**src/rtl/gain_button_ctrl.sv**
```systemverilog
// Gain button front end: synchronises, debounces and edge-detects two raw push
// buttons and turns them into exclusive one-cycle gain_inc / gain_dec pulses with hold-to-repeat.
module gain_button_ctrl #(
   parameter int BTN_ACTIVE_LOW  = 1,
   parameter int DEBOUNCE_CYCLES = 500000,
   parameter int REPEAT_DELAY    = 25000000,
   parameter int REPEAT_RATE     = 5000000
) (
   input  logic clk,
   input  logic rst,
   input  logic btn_up_raw,
   input  logic btn_down_raw,
   output logic gain_inc,
   output logic gain_dec,
   output logic up_level,
   output logic down_level,
   output logic repeat_active
);

   localparam int DEB_W   = $clog2(DEBOUNCE_CYCLES + 1);
   localparam int RPT_MAX = (REPEAT_DELAY > REPEAT_RATE) ? REPEAT_DELAY : REPEAT_RATE;
   localparam int RPT_W   = $clog2(RPT_MAX + 1);

   localparam logic             BTN_REL  = (BTN_ACTIVE_LOW != 0) ? 1'b1 : 1'b0;
   localparam logic [DEB_W-1:0] DEB_LAST = DEB_W'(DEBOUNCE_CYCLES - 1);
   localparam logic [RPT_W-1:0] RPT_DLY  = RPT_W'(REPEAT_DELAY);
   localparam logic [RPT_W-1:0] RPT_RATE = RPT_W'(REPEAT_RATE);

   localparam logic [1:0] S_IDLE      = 2'd0;
   localparam logic [1:0] S_UP_HELD   = 2'd1;
   localparam logic [1:0] S_DOWN_HELD = 2'd2;
   localparam logic [1:0] S_BOTH_LOCK = 2'd3;

   logic             r_up_meta;
   logic             r_up_sync;
   logic             r_down_meta;
   logic             r_down_sync;
   logic [DEB_W-1:0] r_up_cnt;
   logic [DEB_W-1:0] r_down_cnt;
   logic             r_up_prev;
   logic             r_down_prev;
   logic [1:0]       r_state;
   logic [RPT_W-1:0] r_rpt_cnt;

   logic             w_up_pressed;
   logic             w_down_pressed;
   logic             w_up_rise;
   logic             w_down_rise;
   logic [1:0]       w_state_nxt;
   logic [RPT_W-1:0] w_rpt_cnt_nxt;
   logic             w_inc_nxt;
   logic             w_dec_nxt;
   logic             w_rpt_nxt;

   // Synchronisers reset to the released level so reset never looks like a press.
   always_ff @(posedge clk or posedge rst) begin
      if (rst) begin
         r_up_meta   <= BTN_REL;
         r_up_sync   <= BTN_REL;
         r_down_meta <= BTN_REL;
         r_down_sync <= BTN_REL;
      end else begin
         r_up_meta   <= btn_up_raw;
         r_up_sync   <= r_up_meta;
         r_down_meta <= btn_down_raw;
         r_down_sync <= r_down_meta;
      end
   end

   assign w_up_pressed   = r_up_sync ^ BTN_REL;
   assign w_down_pressed = r_down_sync ^ BTN_REL;

   always_ff @(posedge clk or posedge rst) begin
      if (rst) begin
         r_up_cnt <= '0;
         up_level <= 1'b0;
      end else if (w_up_pressed == up_level) begin
         r_up_cnt <= '0;
      end else if (r_up_cnt == DEB_LAST) begin
         up_level <= w_up_pressed;
         r_up_cnt <= '0;
      end else begin
         r_up_cnt <= r_up_cnt + DEB_W'(1);
      end
   end

   always_ff @(posedge clk or posedge rst) begin
      if (rst) begin
         r_down_cnt <= '0;
         down_level <= 1'b0;
      end else if (w_down_pressed == down_level) begin
         r_down_cnt <= '0;
      end else if (r_down_cnt == DEB_LAST) begin
         down_level <= w_down_pressed;
         r_down_cnt <= '0;
      end else begin
         r_down_cnt <= r_down_cnt + DEB_W'(1);
      end
   end

   assign w_up_rise   = up_level & ~r_up_prev;
   assign w_down_rise = down_level & ~r_down_prev;

   // Release beats a second press, which beats a repeat pulse due in the same cycle.
   always_comb begin
      w_state_nxt   = r_state;
      w_rpt_cnt_nxt = r_rpt_cnt;
      w_inc_nxt     = 1'b0;
      w_dec_nxt     = 1'b0;
      w_rpt_nxt     = repeat_active;
      case (r_state)
         S_IDLE: begin
            w_rpt_nxt = 1'b0;
            if (up_level && down_level) begin
               w_state_nxt = S_BOTH_LOCK;
            end else if (w_up_rise) begin
               w_inc_nxt     = 1'b1;
               w_rpt_cnt_nxt = RPT_DLY;
               w_state_nxt   = S_UP_HELD;
            end else if (w_down_rise) begin
               w_dec_nxt     = 1'b1;
               w_rpt_cnt_nxt = RPT_DLY;
               w_state_nxt   = S_DOWN_HELD;
            end else begin
               w_state_nxt = S_IDLE;
            end
         end
         S_UP_HELD: begin
            if (!up_level) begin
               w_state_nxt = S_IDLE;
               w_rpt_nxt   = 1'b0;
            end else if (down_level) begin
               w_state_nxt = S_BOTH_LOCK;
               w_rpt_nxt   = 1'b0;
            end else if (r_rpt_cnt <= RPT_W'(1)) begin
               w_inc_nxt     = 1'b1;
               w_rpt_cnt_nxt = RPT_RATE;
               w_rpt_nxt     = 1'b1;
            end else begin
               w_rpt_cnt_nxt = r_rpt_cnt - RPT_W'(1);
            end
         end
         S_DOWN_HELD: begin
            if (!down_level) begin
               w_state_nxt = S_IDLE;
               w_rpt_nxt   = 1'b0;
            end else if (up_level) begin
               w_state_nxt = S_BOTH_LOCK;
               w_rpt_nxt   = 1'b0;
            end else if (r_rpt_cnt <= RPT_W'(1)) begin
               w_dec_nxt     = 1'b1;
               w_rpt_cnt_nxt = RPT_RATE;
               w_rpt_nxt     = 1'b1;
            end else begin
               w_rpt_cnt_nxt = r_rpt_cnt - RPT_W'(1);
            end
         end
         S_BOTH_LOCK: begin
            w_rpt_nxt = 1'b0;
            if (!up_level && !down_level) begin
               w_state_nxt = S_IDLE;
            end else begin
               w_state_nxt = S_BOTH_LOCK;
            end
         end
         default: begin
            w_state_nxt   = S_IDLE;
            w_rpt_cnt_nxt = '0;
            w_rpt_nxt     = 1'b0;
         end
      endcase
   end

   always_ff @(posedge clk or posedge rst) begin
      if (rst) begin
         r_state       <= S_IDLE;
         r_rpt_cnt     <= '0;
         r_up_prev     <= 1'b0;
         r_down_prev   <= 1'b0;
         gain_inc      <= 1'b0;
         gain_dec      <= 1'b0;
         repeat_active <= 1'b0;
      end else begin
         r_state       <= w_state_nxt;
         r_rpt_cnt     <= w_rpt_cnt_nxt;
         r_up_prev     <= up_level;
         r_down_prev   <= down_level;
         gain_inc      <= w_inc_nxt;
         gain_dec      <= w_dec_nxt;
         repeat_active <= w_rpt_nxt;
      end
   end

endmodule

```
**config.mk**
```make
export PLATFORM = sky130hd
export DESIGN_NAME = gain_button_ctrl
export DESIGN_NICKNAME = d
export VERILOG_FILES = /design/src/rtl/gain_button_ctrl.sv
export SDC_FILE = /design/constraint.sdc
export NUM_CORES = 1
export LEC_CHECK = 0
export BUFFER_PORTS_ARGS = -buffer_cell sky130_fd_sc_hd__clkbuf_2
export CAP_MARGIN = 25
export CORE_MARGIN = 5
export CORE_UTILIZATION = 45
export CTS_BUF_LIST = sky130_fd_sc_hd__clkbuf_8
export CTS_CLUSTER_SIZE = 40
export DETAILED_ROUTE_END_ITERATION = 12
export GPL_ROUTABILITY_DRIVEN = 0
export HOLD_SLACK_MARGIN = 0.06
export RECOVER_POWER = 50
export REMOVE_ABC_BUFFERS = 1
export SLEW_MARGIN = 20
export SYNTH_ARGS = -nofsm -noshare
export SYNTH_HDL_FRONTEND = slang
export SYNTH_SLANG_ARGS = --single-unit
```
**constraint.sdc**
```tcl
create_clock -name clk -period 8 [get_ports clk]
set_input_delay 2 -clock clk [delete_from_list [all_inputs] [get_ports clk]]
set_output_delay 2 -clock clk [all_outputs]
set_load 0.03 [all_outputs]
```
==> summary.md, run 1 <==
| Metric | Value |
|---|---|
| Vias per std cell | 5.52 |
| Fin area | 4340 um2 |
| Post-synth cell types | 57 |
| Final net count | 426 |
| Via count | 2,902 |
| Drt first pass iters | 4 |
| Routed WL | 7720 um |
| Dpl hpwl | 5200 um |
| Uppermost layer routed | met4 |
| Relative slew margins | -0.753 |
| Port Buf Inserts | 8 |
| Hold Path End | r_up_sync$_DFF_PP1_ |
| Post-synth EDFFs | 0 |
| RSZ-0062 raised after global routing | false |
| Met2 WL | 3610 um |
| Placed cells | 509 |
| WL met1 | 3820 um |
| CTS-repair resized insts | 0 |
| Root buffer cell | clkbuf_8 |
| CTS tree | done |
| Top FF cell, synth | dfrtp_1 |
| Slew Limit Fails | 72 |
| DR DRC count | 0 |
| CORE AREA | 8680 um2 |
| Worst Path Arrival | 4.51 ns |
| WP data required | 8.23 ns |
| Initial Util | 0.461 |
| Grt ovf | 0 |
| Final Hold Vio Count | 0 |
| Setup repair bufs after CTS | 0 |
| Final ANT Viol Nets | 0 |
| Clock period minus final worst setup slack | 4.28 ns |
| Worst-case clock buffer depth | 2 |
| Reg clk slew, reported paths | 0.08 ns |
| Setup Skew | 0.00776 ns |
| Chip height | 104 um |
| CP Launch Type | flip-flop |
| Per-cell routed wire length | 14.7 um |
| Boundary Pins | 9 |
| Cell Area, Placed | 4120 um2 |
| Die area | 10,900 um2 |
| Yosys top cell by area | dfrtp_1 |
| Internal power | 0.000593 W |
| Number of synthesized register bits | 76 |
| Worst R2R End | r_rpt_cnt[6]$_DFFE_PP0P_ |
| Final setup TNS | 0 ns |
| Maximum operating frequency | 0.233 GHz |
| Crit path max fanout | 28 |
| Net load switching power | 0.000152 W |
| CTS Buf Count | 9 |
| Synth top area cells | dfrtp_1 45%, nor2_1 4.9%, xnor2_1 4.6% |
| Outcome | finished, violations left |
| Synth warnings | 0 |
| HP Start | r_up_meta$_DFF_PP1_ |
| Hold buffer count at CTS | 0 |
| Share of the clock period used by the worst path after layout | 0.536 |
| Clk sinks | 76 |
| Worst Setup SP | r_state[1]$_DFFE_PP0P_ |
| Avg Cell Area, Syn | 9.88 um2 |
| Logic gate share of total power | 0.023 |
| Largest net degree at the start of global routing | 77 |
| Initial DRC count | 110 |
| Tot GR Track Use | 0.146 |
| First-pass GRT wire length | 13,200 um |
| Fin cells | 526 |
| Die width | 104 um |
| Leakage | 1.92 nW |
| Seq pwr share | 0.525 |
| Share of cells above drive strength 1 | 0.0933 |
| PwrDens | 172 nW/um2 |
| Met3 WL | 159 um |
| Failing checks | capacitance limit, slew limit |
| Final Setup Violations | 0 |
| VDD IR-drop max | 0.000110 V |
| Asr flop ratio synth | 1.00 |
| R2r startpoint | r_state[1]$_DFFE_PP0P_ |
| Slew @ Worst Pin | 2.60 ns |
| Fillcell total | 832 |
| Crit path kind | reg -> reg |
| Area share of the largest cell type after synthesis | 0.450 |
| Worst hold-check path type | reg -> reg |
| R2R cell count | 6 |
| Worst skew pair latency | 0.35 ns |
| Site row count | 34 |
| Vias in the first global route | 2,722 |
| Synth Instances | 405 |
| CP endpoint kind | flip-flop |
| Net Sw Frac | 0.204 |
| Clock power share | 0.452 |
| Max_cap viols | 2 |
| Syn Std Cell Area | 4000 um2 |
| Syn-to-layout area delta | 8.57% |
| H-tree Lvls | 3 |
| ANT cells | 0 |
| Hold depth | 0 |
| Register area share after synthesis | 0.477 |
| Reg2Reg Setup Slack | 3.72 ns |
| Initial antenna violation count | 0 |
layer usage:
layer / global-route usage / vias up
li1: - / 1463
met1: 0.204 / 1401
met2: 0.225 / 28
met3: 0.0248 / 10
met4: 0.0592 / 0
met5: 0 / -
kinds of logic (layout without fill, tap and decap cells):
logic type | Yosys count | after routing | share of synthesized area
XOR/XNOR | 39 | 39 | 0.0854
flip-flops | 76 | 76 | 0.477
adder cells (fa/ha/maj) | 9 | 9 | 0.0281
buffers and inverters | 29 | 42 | 0.0319
AO/OA/AOI/OAI | 70 | 70 | 0.120
AND/OR/NAND/NOR | 181 | 181 | 0.255
multiplexers | 1 | 1 | 0.00250
cell type report:
cell class / instances / area [um2] / area share
well taps: 108 / 135 / 0.0311
repair buffers: 10 / 62.6 / 0.0144
inverters: 16 / 61.3 / 0.0141
clock buffers: 12 / 165 / 0.0380
clock inverters: 4 / 71.3 / 0.0164
flip-flops and latches: 76 / 1910 / 0.439
multi-input cells: 300 / 1940 / 0.447
worst max path at each step:
stage	endpoint	slack, ns
6_report	r_rpt_cnt[6]$_DFFE_PP0P_	3.72
5_1_grt	r_rpt_cnt[6]$_DFFE_PP0P_	3.24
4_1_cts	up_level	4.69
3_5_place_dp	r_rpt_cnt[20]$_DFFE_PP0P_	5.03
3_3_place_gp	r_rpt_cnt[21]$_DFFE_PP0P_	5.01
2_1_floorplan	down_level$_DFFE_PP0P_	4.07
flip-flops by register name, indices dropped and copies added, names as in the netlist, 2 cells and up:
register and flops:
r_up_cnt 19, r_down_cnt 19, r_rpt_cnt 25, r_state 2
metrics by stage:
stage / hold slack [ns] / utilization / setup slack [ns] / total power [W]
global placement: 0.346 / 0.474 / 5.01 / 0.000416
floorplan: 0.345 / - / 4.07 / 0.000410
global route: 0.361 / 0.501 / 3.24 / 0.000775
finish: 0.357 / 0.501 / 3.72 / 0.000745
CTS: 0.358 / 0.502 / 4.69 / 0.000755
detailed placement: 0.347 / 0.474 / 5.03 / 0.000416
critical path, stage by stage, from the launching register on:
cell and delay [ns]:
dfrtp_1 0.43, inv_1 0.10, ha_1 0.31, nor4_1 0.16, o21ai_0 1.99, a21oi_1 0.64
or3_1 0.54
synth_stat cells, types with 10 or more instances:
library cell,count
a21oi_1,16
dfrtp_1,72
inv_1,15
nand2_1,20
nand3_1,19
nand4_1,10
nor2_1,52
nor3_1,11
nor4_1,12
o21ai_0,16
xnor2_1,21
xor2_1,18
power groups by stage:
stage	sequential, W	clock (W)	combinational (W)
6_report	0.000391	0.000337	0.0000174
5_1_grt	0.000391	0.000362	0.0000209
4_1_cts	0.000391	0.000346	0.0000174
3_5_place_dp	0.000398	0	0.0000173
3_3_place_gp	0.000398	0	0.0000175
2_1_floorplan	0.000398	0	0.0000123
layout by cell type (no fill, tap or decap), types with 4 or more instances in the layout:
cell / count
dfrtp_1: 72
nor2_1: 52
xnor2_1: 21
nand2_1: 20
nand3_1: 19
xor2_1: 18
o21ai_0: 17
a21oi_1: 17
inv_1: 15
nor4_1: 13
clkbuf_8: 12
nor3_1: 11
nand4_1: 10
o31ai_1: 9
ha_1: 9
or3_1: 8
or4_1: 7
clkbuf_2: 7
and3_1: 6
and4_1: 6
a22o_1: 6
nor2b_1: 5
nand2b_1: 4
nor3b_1: 4
dfstp_2: 4
Power figures use the tool's default switching activity.
==> run 2: changes to the inputs <==
==> constraint.sdc (replaced) <==
create_clock -name clk -period 3.7 [get_ports clk]
set_input_delay 0.925 -clock clk [delete_from_list [all_inputs] [get_ports clk]]
set_output_delay 0.925 -clock clk [all_outputs]
set_load 0.03 [all_outputs]
==> summary.md, run 2 (synthesis gave the netlist of run 1 again) <==
| Metric | Value |
|---|---|
| Worst Path Arrival | 2.79 ns |
| CTS Buf Count | 9 |
| Layout Utilization | 0.497 |
| Logic gate share of total power | 0.023 |
| Setup Skew | 0.00688 ns |
| Initial DRC count | 84 |
| Dpl hpwl | 5430 um |
| Boundary Pins | 9 |
| Routed WL | 7850 um |
| Internal power | 0.00116 W |
| Clk sinks | 76 |
| Maximum operating frequency | 0.389 GHz |
| Final setup TNS | 0 ns |
| Commonest cells after routing, fill and taps aside | 72 x dfrtp_1, 52 x nor2_1, 21 x xnor2_1 |
| Initial antenna violation count | 0 |
| Final net count | 426 |
| CTS tree | done |
| Per-cell routed wire length | 14.9 um |
| CTS-repair resized insts | 0 |
| Max_cap viols | 0 |
| Seq pwr share | 0.555 |
| Worst skew pair latency | 0.34 ns |
| Multi-input combinational cell area | 1970 um2 |
| WP data required | 3.92 ns |
| Site row count | 34 |
| Grt ovf | 0 |
| Die area | 10,900 um2 |
| Share of cells above drive strength 1 | 0.103 |
| Reg2Reg Setup Slack | 1.13 ns |
| Share of the clock period used by the worst path after layout | 0.694 |
| Slew Limit Fails | 0 |
| Port Buf Inserts | 8 |
| Outcome | completed |
| Final Setup Violations | 0 |
| H-tree Lvls | 3 |
| ANT cells | 0 |
| Setup repair bufs after CTS | 0 |
| Largest reg by FF count | r_rpt_cnt |
| Worst hold-check path type | reg -> reg |
| Drt first pass iters | 4 |
| Crit path kind | reg -> reg |
| Hold_ws | 0.358 ns |
| Via count | 2,956 |
| GRT Max-Usage Layer | met2 |
| DR DRC count | 0 |
| Relative slew margins | 0.123 |
| Grt met3 use | 0.0286 |
| CP Launch Type | flip-flop |
| Worst-case clock buffer depth | 2 |
| Tot GR Track Use | 0.152 |
| CP endpoint kind | flip-flop |
| Hold buffer count at CTS | 0 |
| Worst R2R End | r_rpt_cnt[6]$_DFFE_PP0P_ |
| HP Start | r_up_meta$_DFF_PP1_ |
| Die width | 104 um |
| Hold depth | 0 |
| Vias per std cell | 5.62 |
| CORE AREA | 8680 um2 |
| Syn-to-layout area delta | 7.85% |
| Initial Util | 0.461 |
| Reg clk slew, reported paths | 0.08 ns |
| Final ANT Viol Nets | 0 |
| VDD IR-drop max | 0.000204 V |
| Leading cell type in the layout, fill and taps excluded | dfrtp_1 |
| Top flop regs | r_rpt_cnt: 25 flops, r_down_cnt: 19 flops, r_up_cnt: 19 flops |
| Met2 usage | 0.233 |
| Hold Path End | r_up_sync$_DFF_PP1_ |
| Crit path max fanout | 28 |
| Largest net degree at the start of global routing | 32 |
| RSZ-0062 raised after global routing | false |
| Fillcell total | 828 |
| R2R cell count | 6 |
| Final Power | 0.00152 W |
| Slew @ Worst Pin | 1.31 ns |
| Final Hold Vio Count | 0 |
| Max reg flops | 25 |
| Root buffer cell | clkbuf_8 |
| Vias in the first global route | 2,959 |
| Leakage | 1.89 nW |
| Clock power share | 0.421 |
| Net load switching power | 0.000359 W |
| Net Sw Frac | 0.236 |
| PwrDens | 352 nW/um2 |
| First-pass GRT wire length | 13,800 um |
| Sequential Area | 1910 um2 |
| Grt met1 use | 0.209 |
| Clock period minus final worst setup slack | 2.57 ns |
| Chip height | 104 um |
| R2r startpoint | r_state[1]$_DFFE_PP0P_ |
[run 2: cell type report]
type | instances | share of cell area
sequential | 76 | 0.442
tap | 108 | 0.0313
multi-input combinational | 300 | 0.456
inverter | 16 | 0.0142
timing repair buffer | 10 | 0.0107
clock buffer | 9 | 0.0287
clock inverter | 7 | 0.0174
[run 2: worst max-delay path by stage]
| stage | slack, ns | from | cells past startpoint | endpoint |
|---|---|---|---|---|
| after floorplan | 0.84 | rst | 1 | down_level$_DFFE_PP0P_ |
| after global placement | 1.23 | r_state[1]$_DFFE_PP0P_ | 6 | r_rpt_cnt[6]$_DFFE_PP0P_ |
| after detailed placement | 1.17 | r_state[1]$_DFFE_PP0P_ | 6 | r_rpt_cnt[6]$_DFFE_PP0P_ |
| after CTS | 1.13 | r_state[1]$_DFFE_PP0P_ | 6 | r_rpt_cnt[6]$_DFFE_PP0P_ |
| after global routing | 0.67 | rst | 3 | r_down_cnt[9]$_DFF_PP0_ |
| final | 1.13 | r_state[1]$_DFFE_PP0P_ | 6 | r_rpt_cnt[6]$_DFFE_PP0P_ |
[run 2: metrics by stage]
step                area [um2]  worst slack, ns  cells
global placement          4130             1.23    510
global route              4320            0.671    526
finish                    4320             1.13    526
CTS                       4320             1.13    526
detailed placement        4130             1.17    510
floorplan                 3930            0.843    392
[run 2: routing by layer]
| layer | share of wire | vias up |
|---|---|---|
| met5 | 0 | - |
| met4 | 0.0069 | 0 |
| met3 | 0.030 | 4 |
| met2 | 0.48 | 34 |
| met1 | 0.48 | 1449 |
| li1 | - | 1469 |
[run 2: power by group through the flow]
stage	Combinational, W	Clock, W	Sequential, W
after CTS	0.0000392	0.000658	0.000845
final	0.0000355	0.000641	0.000845
after detailed placement	0.0000390	0	0.000861
after global routing	0.0000434	0.000699	0.000846
after global placement	0.0000383	0	0.000861
after floorplan	0.0000265	0	0.000860
[run 2: critical path, stage by stage (launching register included)]
cell and delay (ns):
dfrtp_1 0.43, inv_1 0.10, ha_1 0.35, a211oi_4 0.14
o21ai_2 0.78, a21oi_2 0.22, or3_1 0.42
==> run 3: changes to the inputs <==
==> constraint.sdc (replaced) <==
create_clock -name clk -period 2.2 [get_ports clk]
set_input_delay 0.55 -clock clk [delete_from_list [all_inputs] [get_ports clk]]
set_output_delay 0.55 -clock clk [all_outputs]
set_load 0.03 [all_outputs]
==> summary.md, run 3 (synthesis gave the netlist of run 1 again) <==
| Metric | Value |
|---|---|
| VDD IR-drop max | 0.000344 V |
| Syn-to-layout area delta | 13.1% |
| Maximum operating frequency | 0.487 GHz |
| Crit path kind | reg -> reg |
| Max_cap viols | 0 |
| Vias per std cell | 5.54 |
| Die width | 104 um |
| Clk sinks | 76 |
| Placed cells | 533 |
| Slew Limit Fails | 0 |
| Share of cells above drive strength 1 | 0.154 |
| Share of the clock period used by the worst path after layout | 0.934 |
| Routed WL | 8130 um |
| Vias in the first global route | 3,090 |
| CTS Buf Count | 9 |
| Via count | 3,045 |
| CP Launch Type | flip-flop |
| CORE AREA | 8680 um2 |
| Leading cell type in the layout, fill and taps excluded | dfrtp_1 |
| Worst-case clock buffer depth | 2 |
| Initial DRC count | 110 |
| Final net count | 450 |
| Final Setup Violations | 0 |
| H-tree Lvls | 3 |
| Largest reg by FF count | r_rpt_cnt |
| Crit path max fanout | 28 |
| Worst skew pair latency | 0.34 ns |
| Boundary Pins | 9 |
| Worst Path Arrival | 2.33 ns |
| Dpl hpwl | 5820 um |
| Initial Util | 0.461 |
| Per-cell routed wire length | 14.8 um |
| Die area | 10,900 um2 |
| CTS tree | done |
| DR DRC count | 0 |
| Final setup TNS | 0 ns |
| WP data required | 2.48 ns |
| Final ANT Viol Nets | 0 |
| Port Buf Inserts | 8 |
| Grt ovf | 0 |
| Setup Skew | 0.00639 ns |
| Top flop regs | r_rpt_cnt: 25 flops, r_down_cnt: 19 flops, r_up_cnt: 19 flops |
| Site row count | 34 |
| Chip height | 104 um |
| Drt first pass iters | 4 |
| Worst hold-check path type | in -> async |
| Fillcell total | 837 |
| Initial antenna violation count | 0 |
| First-pass GRT wire length | 14,400 um |
| Slew @ Worst Pin | 0.887 ns |
| Max reg flops | 25 |
| Outcome | completed |
| Largest net degree at the start of global routing | 35 |
| Final Hold Vio Count | 0 |
| Clock period minus final worst setup slack | 2.05 ns |
| Root buffer cell | clkbuf_8 |
| CP endpoint kind | flip-flop |
| RSZ-0062 raised after global routing | false |
| Tot GR Track Use | 0.160 |
| Fin cells | 550 |
| Leakage | 2.03 nW |
| Relative slew margins | 0.409 |
| Reg clk slew, reported paths | 0.08 ns |
| Commonest cells after routing, fill and taps aside | 72 x dfrtp_1, 52 x nor2_1, 21 x xnor2_1, 21 x buf_4, 20 x nand2_1 |
| PwrDens | 566 nW/um2 |
| ANT cells | 0 |
-- run 3: through the flow --
stage	hold WS [ns]	power, W	util	area, um2	worst slack [ns]
finish	0.211	0.00256	0.521	4520	0.145
global route	0.234	0.00270	0.521	4520	0.00193
CTS	0.0827	0.00262	0.523	4540	0.0851
detailed placement	0.349	0.00153	0.500	4340	0.0885
global placement	0.347	0.00152	0.500	4340	0.167
floorplan	0.345	0.00149	-	3930	-0.282
-- run 3: layout make-up --
class	instances	area, um2	share of cell area
tap	108	135	0.0299
inverter	16	61.3	0.0136
clock inverter	6	63.8	0.0141
timing repair buffer	34	249	0.0550
clock buffer	10	138	0.0304
multi-input combinational	300	1970	0.436
sequential	76	1910	0.421
-- run 3: what timing repair did --
item                       CTS  global route
setup endpoints to repair    0             9
setup buffers                0             1
hold buffers                 0             0
resized for setup            0             2
-- run 3: path summary, 6_finish.rpt --
kind | start | end | slack, ns | cells after the start
worst max-delay path | r_state[0]$_DFFE_PP0P_ | r_rpt_cnt[23]$_DFFE_PP0P_ | 0.15 | 6
worst min-delay path | rst | r_down_cnt[0]$_DFF_PP0_ | 0.21 | 2
worst max register to register | r_state[0]$_DFFE_PP0P_ | r_rpt_cnt[23]$_DFFE_PP0P_ | 0.15 | 6
worst min register to register | r_up_meta$_DFF_PP1_ | r_up_sync$_DFF_PP1_ | 0.36 | 0
max in group asynchronous | rst | r_rpt_cnt[1]$_DFFE_PP0P_ | 0.80 | 3
min in group clk | btn_down_raw | r_down_meta$_DFF_PP1_ | 0.28 | 1
-- run 3: layer usage --
metal  vias up  part of all wire  track usage  wire length (um)
met2        36              0.48        0.251              3940
met3        15             0.029       0.0391               234
met1      1477              0.47        0.215              3790
met5         -                 0            0                 0
met4         0             0.020       0.0601               163
li1       1517                 -            -                 -
-- run 3: worst max-delay path, stage by stage, from the launching register on --
cell,delay [ns]
dfrtp_1,0.44
ha_1,0.29
nor4_4,0.30
o21ai_2,0.12
buf_12,0.17
or4_4,0.52
a21oi_2,0.14
-- run 3: report_power, final --
group / internal [W] / leakage, nW / switching (W)
logic: 0.0000185 / 0.881 / 0.0000487
clock network: 0.000555 / 0.104 / 0.000518
registers: 0.00141 / 1.04 / 0.00000979
total: 0.00198 / 2.03 / 0.000576
